## src/rtl/spi_pkg.sv

```systemverilog
// Shared definitions for the SPI bring-up master: default frame geometry
// and the shift-engine state encoding.
package spi_pkg;

    localparam int DEF_DATA_W  = 8;
    localparam int DEF_CLK_DIV = 4;

    typedef enum logic [1:0] {
        IDLE  = 2'd0,
        SETUP = 2'd1,
        XFER  = 2'd2,
        HOLD  = 2'd3
    } spi_state_t;

endpackage

```

## src/rtl/spi_master_core.sv

```systemverilog
// Reusable SPI mode-0 shift engine, MSB first. One frame per accepted start;
// done pulses combinationally during the last clock of the frame so the
// owner can update its registers on the same edge that releases cs.
module spi_master_core
    import spi_pkg::*;
#(
    parameter int DATA_W  = DEF_DATA_W,
    parameter int CLK_DIV = DEF_CLK_DIV
) (
    input  logic              clk,
    input  logic              rst,
    input  logic              start,
    input  logic [DATA_W-1:0] data_in,
    input  logic              miso,
    output logic [DATA_W-1:0] data_out,
    output logic              done,
    output logic              mosi,
    output logic              sclk,
    output logic              cs
);

    localparam int CW = (CLK_DIV > 1) ? $clog2(CLK_DIV) : 1;
    localparam int BW = (DATA_W > 1) ? $clog2(DATA_W) : 1;
    localparam logic [CW-1:0] CNT_LAST = CW'(CLK_DIV - 1);
    localparam logic [BW-1:0] BIT_LAST = BW'(DATA_W - 1);

    spi_state_t        state;
    spi_state_t        state_nxt;
    logic [CW-1:0]     cnt;
    logic [BW-1:0]     bitcnt;
    logic [DATA_W-1:0] tx_sr;
    logic [DATA_W-1:0] rx_sr;
    logic              tick;
    logic              load;
    logic              rise;
    logic              fall;

    // End of the current SCLK half-period.
    assign tick     = (cnt == CNT_LAST);
    assign data_out = rx_sr;

    // State register.
    always_ff @(posedge clk) begin
        if (!rst) begin
            state <= IDLE;
        end else begin
            state <= state_nxt;
        end
    end

    // Next-state decode; XFER covers 15 half-periods, HOLD is the final low one.
    always_comb begin
        state_nxt = state;
        case (state)
            IDLE:  if (start) state_nxt = SETUP;
            SETUP: if (tick) state_nxt = XFER;
            XFER:  if (tick && sclk && (bitcnt == BIT_LAST)) state_nxt = HOLD;
            HOLD:  if (tick) state_nxt = IDLE;
            default: state_nxt = IDLE;
        endcase
    end

    // Output decode: per-clock strobes for the datapath.
    always_comb begin
        load = 1'b0;
        rise = 1'b0;
        fall = 1'b0;
        done = 1'b0;
        case (state)
            IDLE:  load = start;
            SETUP: rise = tick;
            XFER: begin
                rise = tick && !sclk;
                fall = tick && sclk;
            end
            HOLD:  done = tick;
            default: ;
        endcase
    end

    // Half-period divider; held at zero while idle so every frame starts aligned.
    always_ff @(posedge clk) begin
        if (!rst || (state == IDLE) || tick) begin
            cnt <= '0;
        end else begin
            cnt <= cnt + 1'b1;
        end
    end

    // Serial datapath: cs/sclk/mosi are registered so they are glitch-free.
    always_ff @(posedge clk) begin
        if (!rst) begin
            cs     <= 1'b1;
            sclk   <= 1'b0;
            mosi   <= 1'b0;
            bitcnt <= '0;
            tx_sr  <= '0;
            rx_sr  <= '0;
        end else begin
            if (load) begin
                cs     <= 1'b0;
                tx_sr  <= data_in;
                mosi   <= data_in[DATA_W-1];
                bitcnt <= '0;
            end
            if (rise) begin
                sclk  <= 1'b1;
                rx_sr <= {rx_sr[DATA_W-2:0], miso};
            end
            if (fall) begin
                sclk   <= 1'b0;
                bitcnt <= bitcnt + 1'b1;
                // The last falling edge leaves the final bit on the line.
                if (bitcnt != BIT_LAST) begin
                    tx_sr <= {tx_sr[DATA_W-2:0], 1'b0};
                    mosi  <= tx_sr[DATA_W-2];
                end
            end
            if (done) begin
                cs   <= 1'b1;
                mosi <= 1'b0;
            end
        end
    end

endmodule

```

## src/rtl/spi_master_top.sv

```systemverilog
// Board bring-up SPI master: sends an incrementing byte pattern and keeps
// the last received byte internally for inspection.
module spi_master_top
    import spi_pkg::*;
#(
    parameter int              DATA_W  = DEF_DATA_W,
    parameter int              CLK_DIV = DEF_CLK_DIV,
    parameter logic [DATA_W-1:0] TX_INIT = 8'hA5
) (
    input  logic clk,
    input  logic rst,
    input  logic start,
    input  logic miso,
    output logic mosi,
    output logic sclk,
    output logic cs
);

    logic [DATA_W-1:0] tx_data;
    logic [DATA_W-1:0] rx_data;
    logic [DATA_W-1:0] core_rx;
    logic              core_done;

    spi_master_core #(
        .DATA_W  (DATA_W),
        .CLK_DIV (CLK_DIV)
    ) u_core (
        .clk      (clk),
        .rst      (rst),
        .start    (start),
        .data_in  (tx_data),
        .miso     (miso),
        .data_out (core_rx),
        .done     (core_done),
        .mosi     (mosi),
        .sclk     (sclk),
        .cs       (cs)
    );

    // Frame bookkeeping: capture the received byte and advance the pattern
    // only when a frame completes, so an aborted frame leaves both untouched.
    always_ff @(posedge clk) begin
        if (!rst) begin
            tx_data <= TX_INIT;
            rx_data <= '0;
        end else if (core_done) begin
            tx_data <= tx_data + 1'b1;
            rx_data <= core_rx;
        end
    end

endmodule

```

## config.mk

```make
export PLATFORM = sky130hd
export DESIGN_NAME = spi_master_top
export DESIGN_NICKNAME = d
export VERILOG_FILES = /design/src/rtl/spi_pkg.sv /design/src/rtl/spi_master_core.sv /design/src/rtl/spi_master_top.sv
export SDC_FILE = /design/constraint.sdc
export NUM_CORES = 1
export LEC_CHECK = 0
export CORE_MARGIN = 2
export CORE_UTILIZATION = 35
export CTS_CLUSTER_DIAMETER = 100
export CTS_CLUSTER_SIZE = 20
export DETAILED_ROUTE_END_ITERATION = 8
export GPL_ROUTABILITY_DRIVEN = 0
export GPL_TIMING_DRIVEN = 0
export PLACE_DENSITY_LB_ADDON = 0.1
export SLEW_MARGIN = 5
export SYNTH_ARGS = -nofsm -noshare
export SYNTH_HDL_FRONTEND = slang
export SYNTH_SLANG_ARGS = --single-unit
```

## constraint.sdc

```tcl
create_clock -name clk -period 1.7 [get_ports clk]
set_input_delay 0.34 -clock clk [delete_from_list [all_inputs] [get_ports clk]]
set_output_delay 0.34 -clock clk [all_outputs]
set_load 0.02 [all_outputs]
```

==> flow_summary.json, run 1 <==
{
  "synth_area_sq_mm": 0.001201,
  "synthCells": 136,
  "worst_pin_slew_ns": 0.4916,
  "required_ns": 1.36,
  "syn_area_per_cell_sq_um": 8.832,
  "drt-wirelength-per-cell_um": 12.75,
  "clkTransAtPathRegs_ns": 0.15,
  "yosys-top-cells-count": "dfxtp_1 (25), nand2_1 (19), nand3_1 (16)",
  "wirelength_um": 2423,
  "hold_violations": 0,
  "fmax_mhz": 609.1,
  "clock_sinks": 25,
  "finalSetupViolations": 0,
  "synth.distinct_cells": 30,
  "regArea_sq_um": 503.0,
  "async_reset_ff_frac": 0,
  "cp.arrival_ns": 1.30,
  "dr.pass1.iters": 4,
  "power_leakage_nw": 0.5303,
  "synthTopCellsByArea": "dfxtp_1 (42%), ha_1 (9.4%), nand3_1 (6.7%)",
  "pin_count": 7,
  "cts_buffers": 3,
  "hpwl_um": 1816,
  "drv_cap": 0,
  "grt_pass1_wl_um": 4422,
  "power.density_mw_per_mm2": 1079,
  "grt_usage": 0.1397,
  "ant_nets": 0,
  "fp.dieW_um": 62.58,
  "synth_edf_count": 0,
  "hold_class": "input pin to register",
  "critPathLaunchType": "register",
  "yosysMostFrequentCell": "dfxtp_1",
  "vias_per_cell": 5.116,
  "grt_max_degree": 16,
  "fin_crit_ns": 1.642,
  "seq_area_frac_synth": 0.4167,
  "yosysTopAreaCell": "dfxtp_1",
  "path_buf_inv": 1,
  "r2r_cells": 5,
  "antenna_found_initial": 0,
  "dieArea_sq_mm": 0.003916,
  "period_share": 0.9657,
  "design_area_sq_mm": 0.001345,
  "place_ws_ns": 0.01254,
  "ir_worst_vdd_mv": 0.3675,
  "ctsResizeCount": 2,
  "fin_util": 0.4063,
  "n_fill_cell": 355,
  "cts_hold_buf": 0,
  "grt_pass1_vias": 984,
  "cp-end-kind": "output port",
  "worst_path_max_delay_cell": "clkdlybuf4s50_1",
  "die_h_um": 62.58,
  "start_util": 0.3628,
  "design.core.area_sq_mm": 0.003311,
  "status": "completed",
  "finalClockSkew_ns": 0.01213,
  "clock_latency_ns": 0.34,
  "placementRows": 21,
  "max_stage_delay_ns": 0.60,
  "crit_chain": "clkdlybuf4s50_1",
  "fin_setup_tns_ns": 0,
  "grt-ovfl-total": 0,
  "worstSetupPathType": "register to output port",
  "ys.flop_type": "dfxtp_1",
  "syn_nets": 149,
  "dpl_cell_area_sq_mm": 0.001299,
  "via_count": 972,
  "io_buffers": 4,
  "finalPower_mw": 1.452,
  "cts_buffer_depth": 2,
  "instances_no_fill": 190,
  "first_iter_violations": 39,
  "syn2layout_area_growth_pct": 11.98,
  "grt_setup_unrepaired": "false",
  "final_max_slew_viol_count": 0,
  "htreeDepth": 1,
  "synth-warning-count": 0,
  "setup_ws_ns": 0.05828,
  "min_delay_path_depth": 3,
  "hp-start": "start",
  "placed_cells": 186,
  "path_depth": 1,
  "route.detailed.drc": 0,
  "post_cts_buffers": 0,
  "crit_start": "u_core.mosi$_SDFF_PP0_",
  "diodes": 0,
  "multiInputGateArea_sq_um": 646.9,
  "path_max_fanout": 2,
  "clockRootBuffer": "clkbuf_4",
  "yosysTopAreaCellShare": 0.4167,
  "nNetsFinal": 158,
  "crit_family": "buffers and inverters",
  "slew_headroom": 0.6723,
  "hold_ws_ns": 0.3432,
  "tritoncts": "yes",
  "synth-seq-cells": 25,
  "drive_gt1_frac": 0.1250,
  "r2r-start": "u_core.state[1]$_SDFFE_PN0P_"
}
## layer usage
metal,wire [um],vias up,GRT usage
met4,38,0,0.04167
met2,1180,12,0.2473
met5,0,-,0
li1,-,502,-
met3,61,5,0.02342
met1,1142,453,0.1730
## power by group
group	internal [mW]	total, mW	switching (mW)
Combinational	0.201	0.473	0.272
Clock	0.0903	0.283	0.193
Sequential	0.652	0.695	0.0427
## cells by family (layout without fill, tap and decap cells)
logic type	count (synthesis)	count (layout)	synth area share
AO/OA/AOI/OAI	25	25	0.1552
XOR/XNOR	2	2	0.01459
adder cells (fa/ha/maj)	9	9	0.09375
buffers and inverters	15	23	0.05417
flip-flops	25	25	0.4167
multiplexers	3	3	0.02604
AND/OR/NAND/NOR	57	57	0.2396
## sequential cells by signal, indices dropped and copies added (netlist names)
| signal | count |
|---|---|
| u_core.cs | 1 |
| u_core.bitcnt | 3 |
| tx_data | 8 |
| u_core.state | 2 |
| u_core.sclk | 1 |
| u_core.mosi | 1 |
| u_core.tx_sr | 7 |
| u_core.cnt | 2 |
## worst register-to-register path: stages, from the launching register on
cell	delay [ns]
dfxtp_1	0.40
inv_1	0.09
ha_1	0.20
clkbuf_2	0.21
a221oi_4	0.37
mux2i_1	0.22
## final timing paths
kind,endpoint,slack [ns]
setup / recovery,mosi,0.06
setup reg to reg,u_core.state[0]$_SDFFE_PN0P_,0.13
hold reg to reg,u_core.cnt[0]$_SDFF_PP0_,0.46
hold / removal,u_core.tx_sr[3]$_SDFF_PN0_,0.34
## cells in the final DEF, fill, tap and decap left out, types with 2 or more instances in the layout
master / instances
a21oi_1: 8
a311oi_1: 7
buf_2: 3
buf_4: 2
clkbuf_1: 2
clkbuf_4: 3
clkdlybuf4s50_1: 3
dfxtp_1: 23
dfxtp_2: 2
ha_1: 8
inv_1: 7
mux2i_1: 2
nand2_1: 19
nand3_1: 16
nand4_1: 4
nor2_1: 7
o21ai_0: 5
or3_1: 4
## area by class of cell
type	instances	share of cell area
multi-input cells	96	0.4809
flip-flops and latches	25	0.3740
well taps	46	0.04279
plain buffers	8	0.03163
repair buffers	4	0.02884
inverters	7	0.01953
clock buffers	3	0.01674
clock inverters	1	0.005581
No activity file was read; power rests on OpenSTA's default activity.
==> run 2: changes to the inputs <==
- DONT_BUFFER_PORTS: default -> 1
==> run 2 against run 1 <==
Effect of this change: count of clock-buffer cells in the layout up 1; maximum frequency up 5.4%; wire length down 4.3%; sequential power is 2% higher; flip-flop and latch count unchanged; die area is the same; cell count decreased by 2.6%; clock skew fell by 0.0097 ns; via count down 2.5%.
==> flow_summary.json, run 2 (synthesis gave the netlist of run 1 again) <==
{
  "pwr-share-clk": 0.191,
  "fin_crit_ns": 1.557,
  "worst_pin_slew_ns": 0.5158,
  "swShare": 0.3423,
  "max_stage_delay_ns": 0.40,
  "cp-end-kind": "register",
  "reg_top3": "tx_data: 8 flops, u_core.tx_sr: 7 flops, u_core.bitcnt: 3 flops",
  "final_max_slew_viol_count": 0,
  "cp.arrival_ns": 1.81,
  "power_leakage_nw": 0.5067,
  "vias_per_cell": 5.124,
  "seq_power_share": 0.508,
  "hold_class": "input pin to register",
  "hold_violations": 0,
  "required_ns": 1.95,
  "finalSetupViolations": 0,
  "grt_setup_unrepaired": "false",
  "finalPower_mw": 1.400,
  "htreeDepth": 1,
  "design.core.area_sq_mm": 0.003311,
  "critPathLaunchType": "register",
  "r2r_cells": 5,
  "drive_gt1_frac": 0.1079,
  "grt_max_degree": 14,
  "pin_count": 7,
  "crit_chain": "inv_1 > ha_1 > clkbuf_2 > a221oi_4 > mux2i_1",
  "cts_hold_buf": 0,
  "regMostFlops": "tx_data",
  "fin_setup_tns_ns": 0,
  "ant_nets": 0,
  "r2r-end": "u_core.state[0]$_SDFFE_PN0P_",
  "grt_usage": 0.1403,
  "io_buffers": 0,
  "final_cell_mix": "dfxtp_1 (24), nand2_1 (19), nand3_1 (16)",
  "place_ws_ns": 0.03362,
  "largest_reg_flops": 8,
  "dr.pass1.iters": 4,
  "slew_headroom": 0.6561,
  "wirelength_um": 2319,
  "cts_buffers": 3,
  "route.detailed.drc": 0,
  "setup_ws_ns": 0.1427,
  "clock_sinks": 25,
  "combPwrFrac": 0.301,
  "grt_pass1_wl_um": 4353,
  "period_share": 0.9161,
  "p_switching_uw": 479.2,
  "ir_worst_vdd_mv": 0.4931,
  "via_count": 948,
  "status": "completed",
  "first_iter_violations": 82,
  "r2r-start": "u_core.state[1]$_SDFFE_PN0P_",
  "drv_cap": 0,
  "tritoncts": "yes",
  "antenna_found_initial": 0,
  "clock_latency_ns": 0.31,
  "fp.dieW_um": 62.58,
  "cts_buffer_depth": 2,
  "diodes": 0,
  "start_util": 0.3628,
  "die_h_um": 62.58,
  "power.density_mw_per_mm2": 1082,
  "r2r_setup_slack_ns": 0.14,
  "dieArea_sq_mm": 0.003916,
  "finalClockSkew_ns": 0.002458,
  "syn2layout_area_growth_pct": 7.708,
  "clockRootBuffer": "clkbuf_4",
  "worst_path_max_delay_cell": "dfxtp_1",
  "worstSetupPathType": "register to register",
  "drt-wirelength-per-cell_um": 12.54,
  "post_cts_buffers": 0,
  "clkTransAtPathRegs_ns": 0.13,
  "fmax_mhz": 642.1,
  "hp-start": "rst",
  "nNetsFinal": 153,
  "hold_ws_ns": 0.2813,
  "min_to": "u_core.tx_sr[4]$_SDFF_PN0_",
  "hpwl_um": 1748,
  "path_max_fanout": 10,
  "grt-ovfl-total": 0,
  "grt_pass1_vias": 936,
  "min_delay_path_depth": 2,
  "p_int_uw": 921.0,
  "final_common_cell": "dfxtp_1",
  "placementRows": 21
}
-- run 2: cell types whose count changed in the layout (fill, tap and decap cells not counted), sizes merged --
cell	previous run	this run
clkbuf	6	7
clkinvlp	1	0
clkdlybuf4s50	3	0
buf	5	4
dlygate4sd2	1	0
-- run 2: worst max path at each step --
stage	start	endpoint	slack (ns)	cells past startpoint
after global placement	u_core.state[0]$_SDFFE_PN0P_	u_core.mosi$_SDFF_PP0_	0.07	7
after CTS	u_core.state[0]$_SDFFE_PN0P_	u_core.state[0]$_SDFFE_PN0P_	0.03	5
after floorplan	u_core.state[0]$_SDFFE_PN0P_	u_core.mosi$_SDFF_PP0_	0.26	7
final	u_core.state[1]$_SDFFE_PN0P_	u_core.state[0]$_SDFFE_PN0P_	0.14	5
after global routing	u_core.state[1]$_SDFFE_PN0P_	u_core.state[1]$_SDFFE_PN0P_	0.03	5
after detailed placement	u_core.state[0]$_SDFFE_PN0P_	u_core.mosi$_SDFF_PP0_	0.03	7
-- run 2: final cells by class --
| cell class | instances | area [sq um] |
|---|---|---|
| Buffer | 7 | 35.03 |
| Multi-Input combinational cell | 96 | 646.9 |
| Fill cell | 367 | 2017 |
| Clock buffer | 4 | 26.28 |
| Sequential cell | 25 | 501.7 |
| Tap cell | 46 | 57.56 |
| Inverter | 7 | 26.28 |
-- run 2: power groups by stage --
stage                     sequential [mW]  combinational, mW  clock [mW]
after floorplan                     0.712              0.344           0
after global placement              0.720              0.415           0
after detailed placement            0.723              0.418           0
after CTS                           0.710              0.419       0.290
after global routing                0.721              0.478       0.312
final                               0.711              0.422       0.267
-- run 2: worst max-delay path, delay by kind of cell, from the launching register on --
family | cells | cell delay (ns)
DFF | 1 | 0.40
muxes | 1 | 0.21
AOI/OAI and AO/OA | 1 | 0.38
adders and majority gates | 1 | 0.21
buffers and inverters | 2 | 0.29
-- run 2: metal layers --
layer	up-vias	wire length, um	track usage
met1	438	1079	0.1760
met2	13	1105	0.2272
met5	-	0	0
met3	4	92	0.04144
li1	493	-	-
met4	0	42	0.05278
-- run 2: per-stage QoR --
step | std cells | instance area [sq um] | utilization
floorplan | 136 | 1201 | -
global placement | 182 | 1259 | 0.3802
detailed placement | 182 | 1259 | 0.3802
CTS | 186 | 1287 | 0.3889
global route | 185 | 1294 | 0.3908
finish | 185 | 1294 | 0.3908
-- run 2: what timing repair did --
item	4_1_cts	5_1_grt
hold endpoints to repair	0	0
endpoints found under the setup margin	1	9
gates resized for setup	1	5
==> run 3: changes to the inputs <==
- HOLD_SLACK_MARGIN: default -> 0.08
==> results of run 3 <==
The final DEF is identical to that of run 2; final timing and power are the same.
==> RTL edit, RTL diff (config.mk and constraints of run 3) <==
Set the package constant `DEF_CLK_DIV` to 8 (it was 4).
--- a/src/rtl/spi_pkg.sv
+++ b/src/rtl/spi_pkg.sv
@@ -5,3 +5,3 @@
     localparam int DEF_DATA_W  = 8;
-    localparam int DEF_CLK_DIV = 4;
+    localparam int DEF_CLK_DIV = 8;
 
Function: changed (a bounded check fails within 10 cycles, from zero or initial values and one cycle with rst low).
==> RTL edit against run 3 <==
  * Count of clock-buffer cells in the layout is 1 lower
  * Final area is 7.3% higher
  * Sequential cell count is 1 higher
  * Synthesized area is 6.8% higher
  * Total power is 1.7% higher
  * Worst setup slack worse by 0.0054 ns
  * Global-route usage is 0.22 points lower
  * Wire length is 10% higher
==> RTL edit: results (changes against run 3) <==
| Metric | Value |
|---|---|
| Worst reg2reg path startpoint | u_core.cnt[0] (was u_core.state[1]) |
| Relative area of clock buffers and inverters in the final design | 0.0162 (was 0.0203) |
| Final cell count without fillers | 186 (was 185) |
| Library cells used by synthesis | 32 (was 30) |
| Tightest Pin Transition | 0.504 ns (was 0.516 ns) |
| Peak supply drop | 318 uV (was 493 uV) |
| Total number of multi-input combinational cells | 98 (was 96) |
| Minimum hold slack | 0.319 ns (was 0.281 ns) |
| Cts repair resizes | 0 (was 1) |
| Seq/Total Area, Yosys | 0.406 (was 0.417) |
| Post-placement setup slack | 0.0618 ns (was 0.0336 ns) |
| Post-detailed-placement half-perimeter wirelength | 1.94 mm (was 1.75 mm) |
| Relative area change from synthesis to final layout | 8.20% (was 7.71%) |
| Internal Power | 940 uW (was 921 uW) |
| Syn_nets | 151 (was 149) |
| Fraction of standard cell area that is sequential | 0.377 (was 0.388) |
| Placed instance count | 183 (was 182) |
| LEAKAGE | 0.000558 uW (was 0.000507 uW) |
| Met2 routed WL | 1.28 mm (was 1.11 mm) |
| Routed length on met1 | 1.18 mm (was 1.08 mm) |
| Dominant cells by area after synthesis | sky130_fd_sc_hd__dfxtp_1 41%, sky130_fd_sc_hd__ha_1 9.8%, sky130_fd_sc_hd__nand3_1 5.9% (was sky130_fd_sc_hd__dfxtp_1 42%, sky130_fd_sc_hd__ha_1 9.4%, sky130_fd_sc_hd__nand3_1 6.7%) |
| Mean Syn Cell Area | 9.36 um2 (was 8.83 um2) |
| Result of the run | complete, no violations (unchanged) |
| Post-synthesis instance total | 137 (was 136) |
| Met3 demand-to-capacity share in global routing | 0.0434 (was 0.0414) |
| Top delay family on crit path | adder cells (was flip-flops) |
| Total length of routed wires | 2.56 mm (was 2.32 mm) |
| Final-stage net count | 156 (was 153) |
| Routed wire length on met3 | 78 um (was 92 um) |
| Global router's overall resource usage | 0.138 (was 0.140) |
| First-pass GRT wire length | 4.39 mm (was 4.35 mm) |
| Fraction of met2 tracks used by global routing | 0.238 (was 0.227) |
| Power consumed by combinational cells | 428 uW (was 422 uW) |
| Number of vias after detailed routing | 968 (was 948) |
| Via count of the first global-routing pass | 947 (was 936) |
| First-iteration detailed-routing DRC count | 68 (was 82) |
| Number of sinks handled by clock tree synthesis | 26 (was 25) |
| Worst-path cell with the longest stage delay | sky130_fd_sc_hd__dfxtp_2 (was sky130_fd_sc_hd__dfxtp_1) |
| Final setup skew | 0.00252 ns (was 0.00246 ns) |
| Slowest cell delay on critical path | 0.36 ns (was 0.40 ns) |
| Multi-input gate area | 713 um2 (was 647 um2) |
## RTL edit: how the worst max path moves through the flow
stage / start / depth (start not counted) / to / slack [ns]
2_1_floorplan: u_core.cnt[0] / 6 / u_core.state[0] / 0.23
3_3_place_gp: u_core.cnt[0] / 6 / u_core.state[1] / 0.08
3_5_place_dp: u_core.cnt[0] / 5 / tx_data[7] / 0.06
4_1_cts: u_core.cnt[0] / 5 / tx_data[7] / 0.02
5_1_grt: u_core.cnt[0] / 6 / u_core.state[1] / -0.02
6_report: u_core.cnt[0] / 6 / u_core.state[0] / 0.14
## RTL edit: logic make-up (layout without fill, tap and decap cells)
group	count (synthesis)	after routing	share of synthesized area
fa+ha+maj	10	10	0.0976
flops	26	26	0.406
mux	3	3	0.0244
simple gates	58	58	0.251
compound gates	25	25	0.156
buf+inv	13	16	0.0517
xor+xnor	2	2	0.0137
